[src/rtl/proc_pkg.sv]
// Shared processor definitions: opcode constants, instruction/imem widths
// and the program loader state encoding.
package proc_pkg;

    localparam int INSTR_W = 16;
    localparam int IMEM_AW = 8;

    localparam logic [3:0] OP_ADD  = 4'b0000;
    localparam logic [3:0] OP_SUB  = 4'b0001;
    localparam logic [3:0] OP_LOAD = 4'b1000;
    localparam logic [3:0] OP_INC  = 4'b1010;
    localparam logic [3:0] OP_DEC  = 4'b1011;
    localparam logic [3:0] OP_HLT  = 4'b1100;
    localparam logic [3:0] OP_DJNZ = 4'b1110;
    localparam logic [3:0] OP_JMP  = 4'b1111;

    typedef enum logic [2:0] {
        LDR_IDLE  = 3'd0,
        LDR_COUNT = 3'd1,
        LDR_HI    = 3'd2,
        LDR_LO    = 3'd3,
        LDR_WRITE = 3'd4,
        LDR_CSUM  = 3'd5,
        LDR_DONE  = 3'd6
    } ldr_state_t;

    // States in which the loader takes a byte from the stream.
    function automatic logic ldr_takes_byte(ldr_state_t s);
        return (s == LDR_COUNT) || (s == LDR_HI) || (s == LDR_LO) || (s == LDR_CSUM);
    endfunction

endpackage

[src/rtl/ldr_timeout_cnt.sv]
// Inter-byte idle timer for the program loader. Down-counter reloaded on
// clear; expire asserts on the TIMEOUT_CYC-th consecutive enabled cycle
// without a clear. TIMEOUT_CYC = 0 disables expiry entirely.
module ldr_timeout_cnt #(
    parameter int TIMEOUT_CYC = 1024
) (
    input  logic clk,
    input  logic rst,
    input  logic clear,
    input  logic enable,
    output logic expire
);

    localparam int CW = (TIMEOUT_CYC > 1) ? $clog2(TIMEOUT_CYC) : 1;
    localparam logic [CW-1:0] LOAD = (TIMEOUT_CYC > 0) ? CW'(TIMEOUT_CYC - 1) : '0;

    logic [CW-1:0] cnt;

    // Reload on clear, otherwise count down to terminal count and hold there.
    always_ff @(posedge clk) begin
        if (rst || clear) begin
            cnt <= LOAD;
        end else if (enable && (cnt != '0)) begin
            cnt <= cnt - CW'(1);
        end
    end

    assign expire = (TIMEOUT_CYC != 0) && enable && (cnt == '0);

endmodule

[src/rtl/prog_loader.sv]
// Program loader: assembles a count-prefixed big-endian byte stream into
// 16-bit instruction words, writes them to consecutive imem addresses and
// holds the CPU until a complete image has been accepted.
// Optional macro LOADER_CHECKSUM_EN: frame ends with an XOR checksum byte
// over all bytes after the count byte; a mismatch aborts the load.
//
// state | meaning
// IDLE  | waiting for start; CPU held (also the state after an abort)
// COUNT | taking the word-count byte (0 means 256 words)
// HI    | taking the upper byte of the next word
// LO    | taking the lower byte of the next word
// WRITE | one-cycle imem write of {hi,lo}; no byte taken
// CSUM  | taking the trailing checksum byte (checksum build only)
// DONE  | image loaded, CPU released until the next start
module prog_loader
    import proc_pkg::*;
#(
    parameter int                ADDR_W      = IMEM_AW,
    parameter logic [ADDR_W-1:0] BASE_ADDR   = '0,
    parameter int                TIMEOUT_CYC = 1024
) (
    input  logic               clk,
    input  logic               rst,
    input  logic               start,
    input  logic               s_valid,
    input  logic [7:0]         s_data,
    output logic               s_ready,
    output logic               imem_we,
    output logic [ADDR_W-1:0]  imem_addr,
    output logic [INSTR_W-1:0] imem_wdata,
    output logic               cpu_hold,
    output logic               done,
    output logic               err,
    output logic [8:0]         words_loaded
);

    ldr_state_t        state, state_nx;
    logic [8:0]        count_n;
    logic [7:0]        hi_byte, lo_byte;
    logic [ADDR_W-1:0] ptr;
    logic [8:0]        words;
    logic              err_r;
    logic              xfer;
    logic              arm;
    logic              fail;
    logic              last_word;
    logic              timer_en;
    logic              timer_clr;
    logic              expire;
`ifdef LOADER_CHECKSUM_EN
    logic [7:0]        csum;
`endif

    assign s_ready   = ldr_takes_byte(state);
    assign xfer      = s_valid && s_ready;
    assign arm       = start && ((state == LDR_IDLE) || (state == LDR_DONE));
    assign last_word = ((words + 9'd1) == count_n);
    assign timer_en  = s_ready;
    assign timer_clr = xfer || !timer_en;

    ldr_timeout_cnt #(
        .TIMEOUT_CYC (TIMEOUT_CYC)
    ) u_timeout (
        .clk    (clk),
        .rst    (rst),
        .clear  (timer_clr),
        .enable (timer_en),
        .expire (expire)
    );

    // State register.
    always_ff @(posedge clk) begin
        if (rst) begin
            state <= LDR_IDLE;
        end else begin
            state <= state_nx;
        end
    end

    // Next-state decode; fail flags any abort path (timeout or bad checksum).
    always_comb begin
        state_nx = state;
        fail     = 1'b0;
        case (state)
            LDR_IDLE: begin
                if (arm) state_nx = LDR_COUNT;
            end
            LDR_COUNT: begin
                if (xfer) begin
                    state_nx = LDR_HI;
                end else if (expire) begin
                    state_nx = LDR_IDLE;
                    fail     = 1'b1;
                end
            end
            LDR_HI: begin
                if (xfer) begin
                    state_nx = LDR_LO;
                end else if (expire) begin
                    state_nx = LDR_IDLE;
                    fail     = 1'b1;
                end
            end
            LDR_LO: begin
                if (xfer) begin
                    state_nx = LDR_WRITE;
                end else if (expire) begin
                    state_nx = LDR_IDLE;
                    fail     = 1'b1;
                end
            end
            LDR_WRITE: begin
`ifdef LOADER_CHECKSUM_EN
                state_nx = last_word ? LDR_CSUM : LDR_HI;
`else
                state_nx = last_word ? LDR_DONE : LDR_HI;
`endif
            end
`ifdef LOADER_CHECKSUM_EN
            LDR_CSUM: begin
                if (xfer) begin
                    if (s_data == csum) begin
                        state_nx = LDR_DONE;
                    end else begin
                        state_nx = LDR_IDLE;
                        fail     = 1'b1;
                    end
                end else if (expire) begin
                    state_nx = LDR_IDLE;
                    fail     = 1'b1;
                end
            end
`endif
            LDR_DONE: begin
                if (arm) state_nx = LDR_COUNT;
            end
            default: state_nx = LDR_IDLE;
        endcase
    end

    // Datapath: frame bookkeeping, byte capture, write pointer and sticky error.
    always_ff @(posedge clk) begin
        if (rst) begin
            count_n <= '0;
            hi_byte <= '0;
            lo_byte <= '0;
            ptr     <= BASE_ADDR;
            words   <= '0;
            err_r   <= 1'b0;
`ifdef LOADER_CHECKSUM_EN
            csum    <= '0;
`endif
        end else begin
            if (arm) begin
                ptr   <= BASE_ADDR;
                words <= '0;
                err_r <= 1'b0;
`ifdef LOADER_CHECKSUM_EN
                csum  <= '0;
`endif
            end
            if (fail) begin
                err_r <= 1'b1;
            end
            if (xfer) begin
                case (state)
                    LDR_COUNT: count_n <= (s_data == 8'd0) ? 9'd256 : {1'b0, s_data};
                    LDR_HI:    hi_byte <= s_data;
                    LDR_LO:    lo_byte <= s_data;
                    default:   ;
                endcase
`ifdef LOADER_CHECKSUM_EN
                if ((state == LDR_HI) || (state == LDR_LO)) begin
                    csum <= csum ^ s_data;
                end
`endif
            end
            if (state == LDR_WRITE) begin
                ptr   <= ptr + ADDR_W'(1);
                words <= words + 9'd1;
            end
        end
    end

    assign imem_we      = (state == LDR_WRITE);
    assign imem_addr    = ptr;
    assign imem_wdata   = {hi_byte, lo_byte};
    assign cpu_hold     = (state != LDR_DONE);
    assign done         = (state == LDR_DONE);
    assign err          = err_r;
    assign words_loaded = words;

endmodule
[config.mk]
export PLATFORM = sky130hd
export DESIGN_NAME = prog_loader
export DESIGN_NICKNAME = d
export VERILOG_FILES = /design/src/rtl/proc_pkg.sv /design/src/rtl/ldr_timeout_cnt.sv /design/src/rtl/prog_loader.sv
export SDC_FILE = /design/constraint.sdc
export NUM_CORES = 1
export LEC_CHECK = 0
export CELL_PAD_IN_SITES_DETAIL_PLACEMENT = 0
export CELL_PAD_IN_SITES_GLOBAL_PLACEMENT = 1
export CORE_ASPECT_RATIO = 1.25
export CORE_MARGIN = 2
export CORE_UTILIZATION = 41
export DETAILED_ROUTE_END_ITERATION = 10
export HOLD_SLACK_MARGIN = 0.02
export PLACE_DENSITY = 0.8
export SLEW_MARGIN = 20
export SYNTH_ARGS = -nofsm -noshare
export SYNTH_HDL_FRONTEND = slang
export SYNTH_HIERARCHICAL = 1
export SYNTH_SLANG_ARGS = --single-unit
[constraint.sdc]
create_clock -name clk -period 4.6 [get_ports clk]
set_clock_uncertainty 0.05 [all_clocks]
set_input_delay 0.69 -clock clk [delete_from_list [all_inputs] [get_ports clk]]
set_output_delay 0.69 -clock clk [all_outputs]
set_load 0.01 [all_outputs]
==> impl_metrics.csv, run 1 <==
group,metric,value,unit
worst_setup_path,required_time_at_the_endpoint_of_the_critical_path,3860,ps
synth,synth_async_sr_flop_share,0,
clock_tree,worst_setup_hold_path_clk_slew,110,ps
sta,setup_repair_after_global_routing_missed_its_margin,"no",
global_routing,grt_antenna_before_repair,0,
floorplanning,placement_rows,33,
power,cellLeakagePower,1.13,nW
sta,fin_hold_ws,413,ps
worst_setup_path,critical_path_peak_fanout,19,
global_routing,grt_max_degree,54,
floorplanning,core_area,6610,um^2
clock_tree,cts_made_buffers,5,
drt,drt_first_iter_violations,108,
sta,max_slew_margin,0.404,
layout,antenna_cells_inserted,0,
clock_tree,cts_setup_buffers,0,
power,pwr-share-clk,0.362,
worst_setup_path,r2r.worst_path.cells,9,
clock_tree,numClockSinks,56,
power,finalPower,913,uW
hold_path,hold_start,"hi_byte[5]",
job,max-cap-violations,0,
clock_tree,cts-resized-gates,0,
synth,synthesized_netlist_net_count,376,
power,power_frac_comb,0.088,
clock_tree,postCtsHoldBufs,0,
clock_tree,ctsHtreeMaxLevel,2,
worst_setup_path,critPathKind,"flop to output port",
synth,syn_avg_cell_area,7.84,um^2
synth,synth_enable_flop_cells,0,
hold_path,hold-path-cell-count,2,
power,total_switching_power,227,uW
clock_tree,tritoncts,"done",
sta,timing_max_transition_violations_final,0,
power,intPower,686,uW
power,power.ir.vdd_worst,0.000134,V
sta,timing.final.crit_period,3180,ps
synth,yosys_reg_bits,56,
sta,hold_viol_final,0,
global_routing,grt_total_usage,0.189,
global_routing,grt_pass1_vias,2470,
placed_design,finalWeightedCongestion,0.806,
global_routing,wire_length_of_the_first_global_routing_pass,11700,um
drt,postRouteWirelength,6940,um
worst_setup_path,r2r-start,"state[0]",
placed_design,portBuffers,49,
layout,layout.cells.most_common,"sky130_fd_sc_hd__nand2_1",
floorplanning,die-area,7590,um^2
floorplanning,floorplan.io_pins,50,
floorplanning,die-width,78.3,um
drt,vias_per_cell,5.49,
clock_tree,ctsLongestPathBuffers,2,
outcome,run_status,"completed",
sta,period_share,0.692,
synth,synthesis.area,2830,um^2
layout,most-common-layout-cells,"sky130_fd_sc_hd__nand2_1, sky130_fd_sc_hd__dfxtp_1, sky130_fd_sc_hd__clkdlybuf4s50_1",
synth,fraction_of_the_yosys_area_taken_by_sequential_cells,0.396,
power,p_sw_frac,0.249,
power,p_per_area,265,nW/um^2
drt,routedWlPerCell,14.3,um
sta,final-setup-viol-count,0,
placed_design,number_of_cells_in_the_design_after_placement,478,
sta,fmaxAchievable,314,MHz
worst_setup_path,timing.critical_path.to_type,"output port",
sta,timing_worst_slew_pin_value,893,ps
synth,synthesis.instances,361,
layout,final_cell_count_no_fill,486,
layout,layout-drive-gt1-share,0.0551,
synth,dominantRegCellSynth,"sky130_fd_sc_hd__dfxtp_1",
worst_setup_path,timing.critical_path.arrival,2440,ps
synth,yosys_warnings,6,
hold_path,worstHoldPathType,"flop to flop",
clock_tree,root_buffer,"sky130_fd_sc_hd__clkbuf_8",
sta,fin_setup_tns,0,ps
synth,netlist-cell-type-count,55,
floorplanning,floorplan.initialDensity,0.428,
layout,layout_area_overhead,21.9,%
layout,finalNetCount,413,
clock_tree,worst_skew_pair.late_latency,310,ps
drt,drt_pre_antenna_iters,4,
global_routing,grt_overflow,0,
drt,dr_total_vias,2667,
worst_setup_path,reg2reg_slack,1890,ps
drt,antenna_violating_nets_post_route,0,
worst_setup_path,worst_r2r_endpoint,"state[1]",
placed_design,place.detailed.hpwl,4770,um
worst_setup_path,critical_path.startpoint_type,"flop",
hold_path,whs_endpoint,"hi_byte[5]",
layout,finish.utilization,0.522,
floorplanning,die_outline_height,96.9,um
power,power.share.sequential,0.550,
drt,detail_route.drc_violations,0,
worst max-delay path, cell delays in order (launching register included):
cell	delay [ps]
sky130_fd_sc_hd__dfxtp_1	640
sky130_fd_sc_hd__or3b_1	710
sky130_fd_sc_hd__inv_4	230
sky130_fd_sc_hd__clkdlybuf4s50_1	550
routing by layer:
metal  track usage  up-vias  wire length (um)
met4        0.0567        0               106
li1              -     1351                 -
met1         0.241     1248              3260
met2         0.321       58              3340
met5             0        -                 0
met3        0.0336       10               226
stage by stage:
step / setup slack (ps) / instance area [um^2]
6_report: 1420 / 3450
5_1_grt: 1240 / 3450
4_1_cts: 1410 / 3450
3_5_place_dp: 1770 / 3340
3_3_place_gp: 1790 / 3340
2_1_floorplan: 2220 / 2830
cell families after synthesis:
family	Yosys count	synth area share
flops	56	0.396
buf+inv	24	0.0393
mux	4	0.0168
simple gates	175	0.311
fa+ha+maj	3	0.0133
xor+xnor	14	0.0433
compound gates	85	0.180
state kept, by name, indices dropped and copies added (netlist names):
name and flops:
u_timeout/cnt 10, count_n 9, words_loaded 9, hi_byte 8
imem_addr 8, lo_byte 8, state 3, err 1
power by group through the flow:
stage                     Combinational [mW]  Sequential, mW  Clock, mW
final                                 0.0806           0.502      0.331
after global placement                0.0803           0.512          0
after floorplan                       0.0516           0.509          0
after CTS                             0.0809           0.502      0.342
after global routing                  0.0895           0.504      0.359
after detailed placement              0.0805           0.513          0
cell type report:
class / count / area [um^2]
multi-input combinational: 281 / 1600
clock inverter: 3 / 42.5
timing repair buffer: 50 / 493
fill: 667 / 3160
inverter: 4 / 17.5
sequential: 56 / 1120
tap: 87 / 109
clock buffer: 5 / 68.8
cell usage after synthesis (2+ instances only):
cell type	n	area share
sky130_fd_sc_hd__and2_1	2	0.0044
sky130_fd_sc_hd__xor2_1	2	0.0062
sky130_fd_sc_hd__clkbuf_1	12	0.016
sky130_fd_sc_hd__nor2_1	35	0.046
sky130_fd_sc_hd__or3b_1	2	0.0062
sky130_fd_sc_hd__o41ai_1	2	0.0062
sky130_fd_sc_hd__o32ai_1	2	0.0062
sky130_fd_sc_hd__nand2b_1	6	0.013
sky130_fd_sc_hd__nor2b_1	6	0.013
sky130_fd_sc_hd__and3b_1	2	0.0062
sky130_fd_sc_hd__o31ai_1	3	0.0080
sky130_fd_sc_hd__and3_1	6	0.013
sky130_fd_sc_hd__nor3b_1	2	0.0053
sky130_fd_sc_hd__a211oi_1	4	0.011
sky130_fd_sc_hd__nand3b_1	5	0.013
sky130_fd_sc_hd__ha_1	3	0.013
sky130_fd_sc_hd__dfxtp_1	56	0.40
sky130_fd_sc_hd__nand2_1	62	0.082
sky130_fd_sc_hd__nand3_1	12	0.021
sky130_fd_sc_hd__nor3_1	6	0.011
sky130_fd_sc_hd__xnor2_1	12	0.037
sky130_fd_sc_hd__or4_1	3	0.0080
sky130_fd_sc_hd__nor4_1	6	0.013
sky130_fd_sc_hd__o21ai_0	13	0.023
sky130_fd_sc_hd__inv_1	3	0.0040
sky130_fd_sc_hd__or3_1	5	0.011
sky130_fd_sc_hd__a31oi_1	2	0.0044
sky130_fd_sc_hd__a21oi_1	45	0.080
sky130_fd_sc_hd__nand4_1	5	0.011
sky130_fd_sc_hd__o211ai_1	4	0.011
sky130_fd_sc_hd__buf_2	5	0.0088
sky130_fd_sc_hd__or2_2	3	0.0066
sky130_fd_sc_hd__mux2_2	2	0.0080
sky130_fd_sc_hd__a22oi_1	2	0.0053
worst max-delay path by stage:
stage	startpoint	endpoint	slack, ps	cells past startpoint
final	state[2]	imem_we	1420	3
after global routing	state[2]	imem_we	1240	3
after CTS	state[2]	imem_we	1410	3
after detailed placement	state[2]	imem_we	1770	3
after global placement	state[2]	imem_we	1790	3
after floorplan	state[0]	state[1]	2220	10
Power figures use the tool's default switching activity.
==> run 2, diff against run 1 <==
--- a/config.mk
+++ b/config.mk
@@ -9,10 +9,10 @@
 export CELL_PAD_IN_SITES_GLOBAL_PLACEMENT = 1
 export CORE_ASPECT_RATIO = 1.25
 export CORE_MARGIN = 2
-export CORE_UTILIZATION = 41
+export CORE_UTILIZATION = 35
 export DETAILED_ROUTE_END_ITERATION = 10
 export HOLD_SLACK_MARGIN = 0.02
-export PLACE_DENSITY = 0.8
+export PLACE_DENSITY = 0.72
 export SLEW_MARGIN = 20
 export SYNTH_ARGS = -nofsm -noshare
 export SYNTH_HDL_FRONTEND = slang
==> constraint.sdc (replaced) <==
create_clock -name clk -period 2.6 [get_ports clk]
set_clock_uncertainty 0.05 [all_clocks]
set_input_delay 0.39 -clock clk [delete_from_list [all_inputs] [get_ports clk]]
set_output_delay 0.39 -clock clk [all_outputs]
set_load 0.01 [all_outputs]
==> impl_metrics.csv, run 2 (same netlist as run 1, synthesis figures left out) <==
group,metric,value,unit
outcome,run_status,"completed",
clock_tree,cts-resized-gates,0,
floorplanning,floorplan.initialDensity,0.361,
hold_path,hold-path-cell-count,2,
worst_setup_path,reg2reg_slack,570,ps
clock_tree,ctsLongestPathBuffers,2,
worst_setup_path,critPathKind,"flop to output port",
clock_tree,cts_setup_buffers,0,
worst_setup_path,timing.critical_path.to_type,"output port",
power,p_per_area,458,nW/um^2
global_routing,grt_antenna_before_repair,0,
drt,drt_first_iter_violations,108,
drt,detail_route.drc_violations,0,
sta,final-setup-viol-count,0,
worst_setup_path,critical_path.slowest_cell,"sky130_fd_sc_hd__clkdlybuf4s50_1",
layout,layout_area_overhead,24.6,%
clock_tree,ctsHtreeMaxLevel,2,
hold_path,hold_start,"lo_byte[5]",
worst_setup_path,critPathMaxStageDelay,550,ps
global_routing,grt_overflow,0,
layout,finish.utilization,0.450,
clock_tree,worst_skew_pair.late_latency,300,ps
worst_setup_path,critical_path_peak_fanout,13,
sta,fin_setup_tns,0,ps
drt,postRouteWirelength,7170,um
sta,timing_worst_slew_pin_value,904,ps
hold_path,whs_endpoint,"lo_byte[5]",
sta,period_share,0.905,
worst_setup_path,critical_path.cell_chain,"buf_4 > or3b_1 > inv_4 > clkdlybuf4s50_1",
floorplanning,core_area,7840,um^2
worst_setup_path,critical_path.startpoint_type,"flop",
floorplanning,floorplan.io_pins,50,
layout,layout.cells.most_common,"sky130_fd_sc_hd__nand2_1",
clock_tree,root_buffer,"sky130_fd_sc_hd__clkbuf_8",
power,power.ir.vdd_worst,0.000240,V
layout,most-common-layout-cells,"sky130_fd_sc_hd__nand2_1, sky130_fd_sc_hd__dfxtp_1, sky130_fd_sc_hd__clkdlybuf4s50_1",
placed_design,finalWeightedCongestion,0.792,
layout,antenna_cells_inserted,0,
worst_setup_path,worst_r2r_endpoint,"state[2]",
layout,layout.filler_cells,805,
clock_tree,tritoncts,"done",
global_routing,grt_total_usage,0.163,
drt,routedWlPerCell,14.2,um
sta,timing.final.crit_period,2350,ps
hold_path,worstHoldPathType,"flop to flop",
sta,setup_repair_after_global_routing_missed_its_margin,"no",
layout,layout-drive-gt1-share,0.0760,
worst_setup_path,required_time_at_the_endpoint_of_the_critical_path,2160,ps
worst_setup_path,path_delay_family,"buffers and inverters",
floorplanning,placement_rows,36,
worst_setup_path,r2r-start,"words_loaded[1]",
global_routing,grt_pass1_vias,2511,
clock_tree,numClockSinks,56,
worst_setup_path,cp_num_buf_inv,3,
clock_tree,worst_setup_hold_path_clk_slew,100,ps
drt,drt_pre_antenna_iters,4,
sta,fmaxAchievable,425,MHz
global_routing,wire_length_of_the_first_global_routing_pass,12100,um
sta,max_slew_margin,0.397,
layout,final_cell_count_no_fill,503,
drt,antenna_violating_nets_post_route,0,
sta,hold_viol_final,0,
layout,number_of_flip_flops_under_the_largest_register_name,10,
layout,regMostFlops,"u_timeout/cnt",
floorplanning,die_outline_height,105,um
placed_design,place.detailed.hpwl,5130,um
placed_design,portBuffers,49,
global_routing,grt_max_degree,30,
worst_setup_path,timing.critical_path.arrival,1910,ps
job,max-cap-violations,0,
clock_tree,cts_made_buffers,5,
floorplanning,die-area,8830,um^2
drt,vias_per_cell,5.30,
layout,finalNetCount,422,
drt,dr_total_vias,2665,
floorplanning,die-width,84.4,um
sta,timing_max_transition_violations_final,0,
worst_setup_path,r2r.worst_path.cells,6,
power,cellLeakagePower,1.17,nW
placed_design,number_of_cells_in_the_design_after_placement,495,
clock_tree,postCtsHoldBufs,0,
[run 2: metal layers]
metal	global-route usage	vias to the layer above	share of wire
li1	-	1368	-
met1	0.219	1244	0.47
met2	0.281	51	0.50
met3	0.0221	2	0.030
met4	0.0306	0	0.0054
met5	0	-	0
[run 2: worst max-delay path by stage]
stage                        start         endpoint  slack [ps]  depth (start not counted)
after detailed placement     start  words_loaded[7]         320                          5
after CTS                 state[1]          imem_we         230                          4
after floorplan           state[0]         state[1]         220                         10
after global routing      state[1]          imem_we         180                          4
after global placement       start  words_loaded[8]         320                          5
final                     state[1]          imem_we         250                          4
[run 2: area by class of cell]
cell class	count	area, um^2	share of cell area
multi-input cells	281	1600	0.453
flip-flops and latches	56	1120	0.318
repair buffers	59	561	0.159
well taps	95	119	0.0337
clock buffers	5	68.8	0.0195
clock inverters	3	42.5	0.0121
inverters	4	17.5	0.00497
[run 2: worst reg2reg max path, cell delays in order (launching register included)]
cell	delay, ps
sky130_fd_sc_hd__dfxtp_1	440
sky130_fd_sc_hd__ha_1	420
sky130_fd_sc_hd__nand4_1	190
sky130_fd_sc_hd__nor2_1	270
sky130_fd_sc_hd__xnor2_1	120
sky130_fd_sc_hd__o31a_1	250
sky130_fd_sc_hd__a211oi_2	200
[run 2: per-stage QoR]
| step | cell area, um^2 | setup slack, ps | power [mW] | hold WS [ps] |
|---|---|---|---|---|
| 2_1_floorplan | 2830 | 218 | 0.991 | 398 |
| 6_report | 3530 | 246 | 1.61 | 409 |
| 3_5_place_dp | 3420 | 324 | 1.06 | 397 |
| 5_1_grt | 3530 | 180 | 1.69 | 430 |
| 3_3_place_gp | 3420 | 325 | 1.06 | 393 |
| 4_1_cts | 3530 | 229 | 1.65 | 412 |
[run 2: power by group]
group	internal (mW)	total [mW]	leakage [nW]	switching (mW)
Sequential	0.870	0.879	0.452	0.00950
Combinational	0.0656	0.162	0.665	0.0966
Clock	0.286	0.572	0.0541	0.287
==> run 3, diff against run 2 <==
--- a/config.mk
+++ b/config.mk
@@ -5,14 +5,12 @@
 export SDC_FILE = /design/constraint.sdc
 export NUM_CORES = 1
 export LEC_CHECK = 0
-export CELL_PAD_IN_SITES_DETAIL_PLACEMENT = 0
-export CELL_PAD_IN_SITES_GLOBAL_PLACEMENT = 1
 export CORE_ASPECT_RATIO = 1.25
-export CORE_MARGIN = 2
-export CORE_UTILIZATION = 35
+export CORE_MARGIN = 4
+export CORE_UTILIZATION = 47
 export DETAILED_ROUTE_END_ITERATION = 10
 export HOLD_SLACK_MARGIN = 0.02
-export PLACE_DENSITY = 0.72
+export PLACE_DENSITY = 0.71
 export SLEW_MARGIN = 20
 export SYNTH_ARGS = -nofsm -noshare
 export SYNTH_HDL_FRONTEND = slang
==> impl_metrics.csv, run 3 (same netlist as run 1, synthesis figures left out) <==
group,metric,value,unit
layout,final_cell_count_no_fill,472,
floorplanning,die_outline_height,94.8,um
global_routing,grt_max_degree,30,
layout,most-common-layout-cells,"sky130_fd_sc_hd__nand2_1, sky130_fd_sc_hd__dfxtp_1, sky130_fd_sc_hd__clkdlybuf4s50_1",
sta,timing_worst_slew_pin_value,891,ps
layout,antenna_cells_inserted,0,
worst_setup_path,critical_path.cell_chain,"buf_4 > nand2_1 > or2_2 > inv_1 > clkdlybuf4s50_1",
global_routing,grt_antenna_before_repair,0,
power,power.ir.vdd_worst,0.000298,V
clock_tree,ctsHtreeMaxLevel,2,
drt,dr_total_vias,2687,
placed_design,finalWeightedCongestion,0.819,
floorplanning,floorplan.io_pins,50,
layout,layout_area_overhead,23.7,%
sta,setup_repair_after_global_routing_missed_its_margin,"no",
drt,antenna_violating_nets_post_route,0,
job,max-cap-violations,0,
placed_design,portBuffers,49,
worst_setup_path,timing.critical_path.to_type,"output port",
global_routing,grt_total_usage,0.191,
clock_tree,worst_setup_hold_path_clk_slew,100,ps
layout,stdcell_area,3500,um^2
floorplanning,die-width,77.4,um
clock_tree,postCtsHoldBufs,0,
worst_setup_path,cp_num_buf_inv,3,
sta,hold_viol_final,0,
clock_tree,numClockSinks,56,
clock_tree,root_buffer,"sky130_fd_sc_hd__clkbuf_8",
clock_tree,cts_made_buffers,5,
sta,worst_slack,285,ps
layout,regMostFlops,"u_timeout/cnt",
worst_setup_path,critPathMaxStageDelay,520,ps
worst_setup_path,path_delay_family,"buffers and inverters",
worst_setup_path,critical_path.slowest_cell,"sky130_fd_sc_hd__clkdlybuf4s50_1",
placed_design,number_of_cells_in_the_design_after_placement,465,
floorplanning,placement_rows,31,
global_routing,wire_length_of_the_first_global_routing_pass,11400,um
worst_setup_path,critical_path_peak_fanout,9,
worst_setup_path,timing.critical_path.arrival,1870,ps
layout,number_of_flip_flops_under_the_largest_register_name,10,
sta,fmaxAchievable,432,MHz
clock_tree,cts-resized-gates,0,
clock_tree,ctsLongestPathBuffers,2,
placed_design,post_dp_cell_area,3370,um^2
layout,finalNetCount,421,
power,cellLeakagePower,1.18,nW
clock_tree,worst_skew_pair.late_latency,310,ps
sta,timing.final.crit_period,2310,ps
placed_design,preCtsSetupSlack,326,ps
worst_setup_path,critical_path.startpoint_type,"flop",
drt,vias_per_cell,5.69,
sta,max_slew_margin,0.406,
floorplanning,floorplan.initialDensity,0.486,
clock_tree,cts_setup_buffers,0,
drt,drt_pre_antenna_iters,4,
drt,detail_route.drc_violations,0,
sta,period_share,0.890,
layout,layout.cells.most_common,"sky130_fd_sc_hd__nand2_1",
drt,postRouteWirelength,6830,um
global_routing,grt_overflow,0,
drt,routedWlPerCell,14.5,um
clock_tree,tritoncts,"done",
power,p_per_area,484,nW/um^2
floorplanning,core_area,5820,um^2
hold_path,worstHoldPathType,"flop to flop",
layout,layout-drive-gt1-share,0.0714,
sta,timing_max_transition_violations_final,0,
outcome,run_status,"completed",
worst_setup_path,required_time_at_the_endpoint_of_the_critical_path,2160,ps
floorplanning,die-area,7330,um^2
global_routing,grt_pass1_vias,2446,
worst_setup_path,critPathKind,"flop to output port",
sta,fin_setup_tns,0,ps
placed_design,place.detailed.hpwl,4870,um
sta,final-setup-viol-count,0,
drt,drt_first_iter_violations,96,
[run 3: changes by cell type in the layout (fill, tap and decap cells not counted), sizes merged]
cell / previous run / this run
clkinv: 1 / 0
clkinvlp: 1 / 0
buf: 11 / 10
bufinv: 1 / 2
[run 3: where the power goes]
group	internal [mW]	switching (mW)	leakage, nW	total, mW
logic	0.0655	0.0926	0.660	0.158
registers	0.870	0.0100	0.452	0.880
clock network	0.379	0.278	0.0642	0.657
total	1.31	0.381	1.18	1.70
[run 3: layout make-up]
cell class / count / area [um^2]
fillers: 545 / 2320
multi-input cells: 281 / 1600
flip-flops and latches: 56 / 1120
repair buffers: 58 / 553
well taps: 66 / 82.6
clock buffers: 5 / 68.8
clock inverters: 2 / 60.1
inverters: 4 / 17.5
[run 3: worst reg2reg max path, delay by kind of cell (launching register included)]
family           cells  cell delay, ps
AND/OR/NAND/NOR      6            1040
flip-flops           1             450
AO/OA/AOI/OAI        3             430
[run 3: routing by layer]
metal / global-route usage / vias to the layer above / routed length (um)
li1: - / 1371 / -
met1: 0.234 / 1248 / 3070
met2: 0.327 / 59 / 3420
met3: 0.0391 / 9 / 240
met4: 0.0801 / 0 / 102
met5: 0 / - / 0
[run 3: final timing paths]
path | slack, ps | depth (start not counted) | to | from
max | 290 | 5 | done | state[1]
min | 410 | 2 | hi_byte[6] | hi_byte[6]
max reg2reg | 530 | 9 | state[1] | state[1]
min reg2reg | 410 | 2 | hi_byte[6] | hi_byte[6]
[run 3: stage by stage]
stage               hold WS, ps   util  power, mW
detailed placement          396  0.580       1.06
global placement            392  0.580       1.06
finish                      409  0.602       1.70
global route                426  0.602       1.76
CTS                         410  0.602       1.71
floorplan                   398      -      0.991
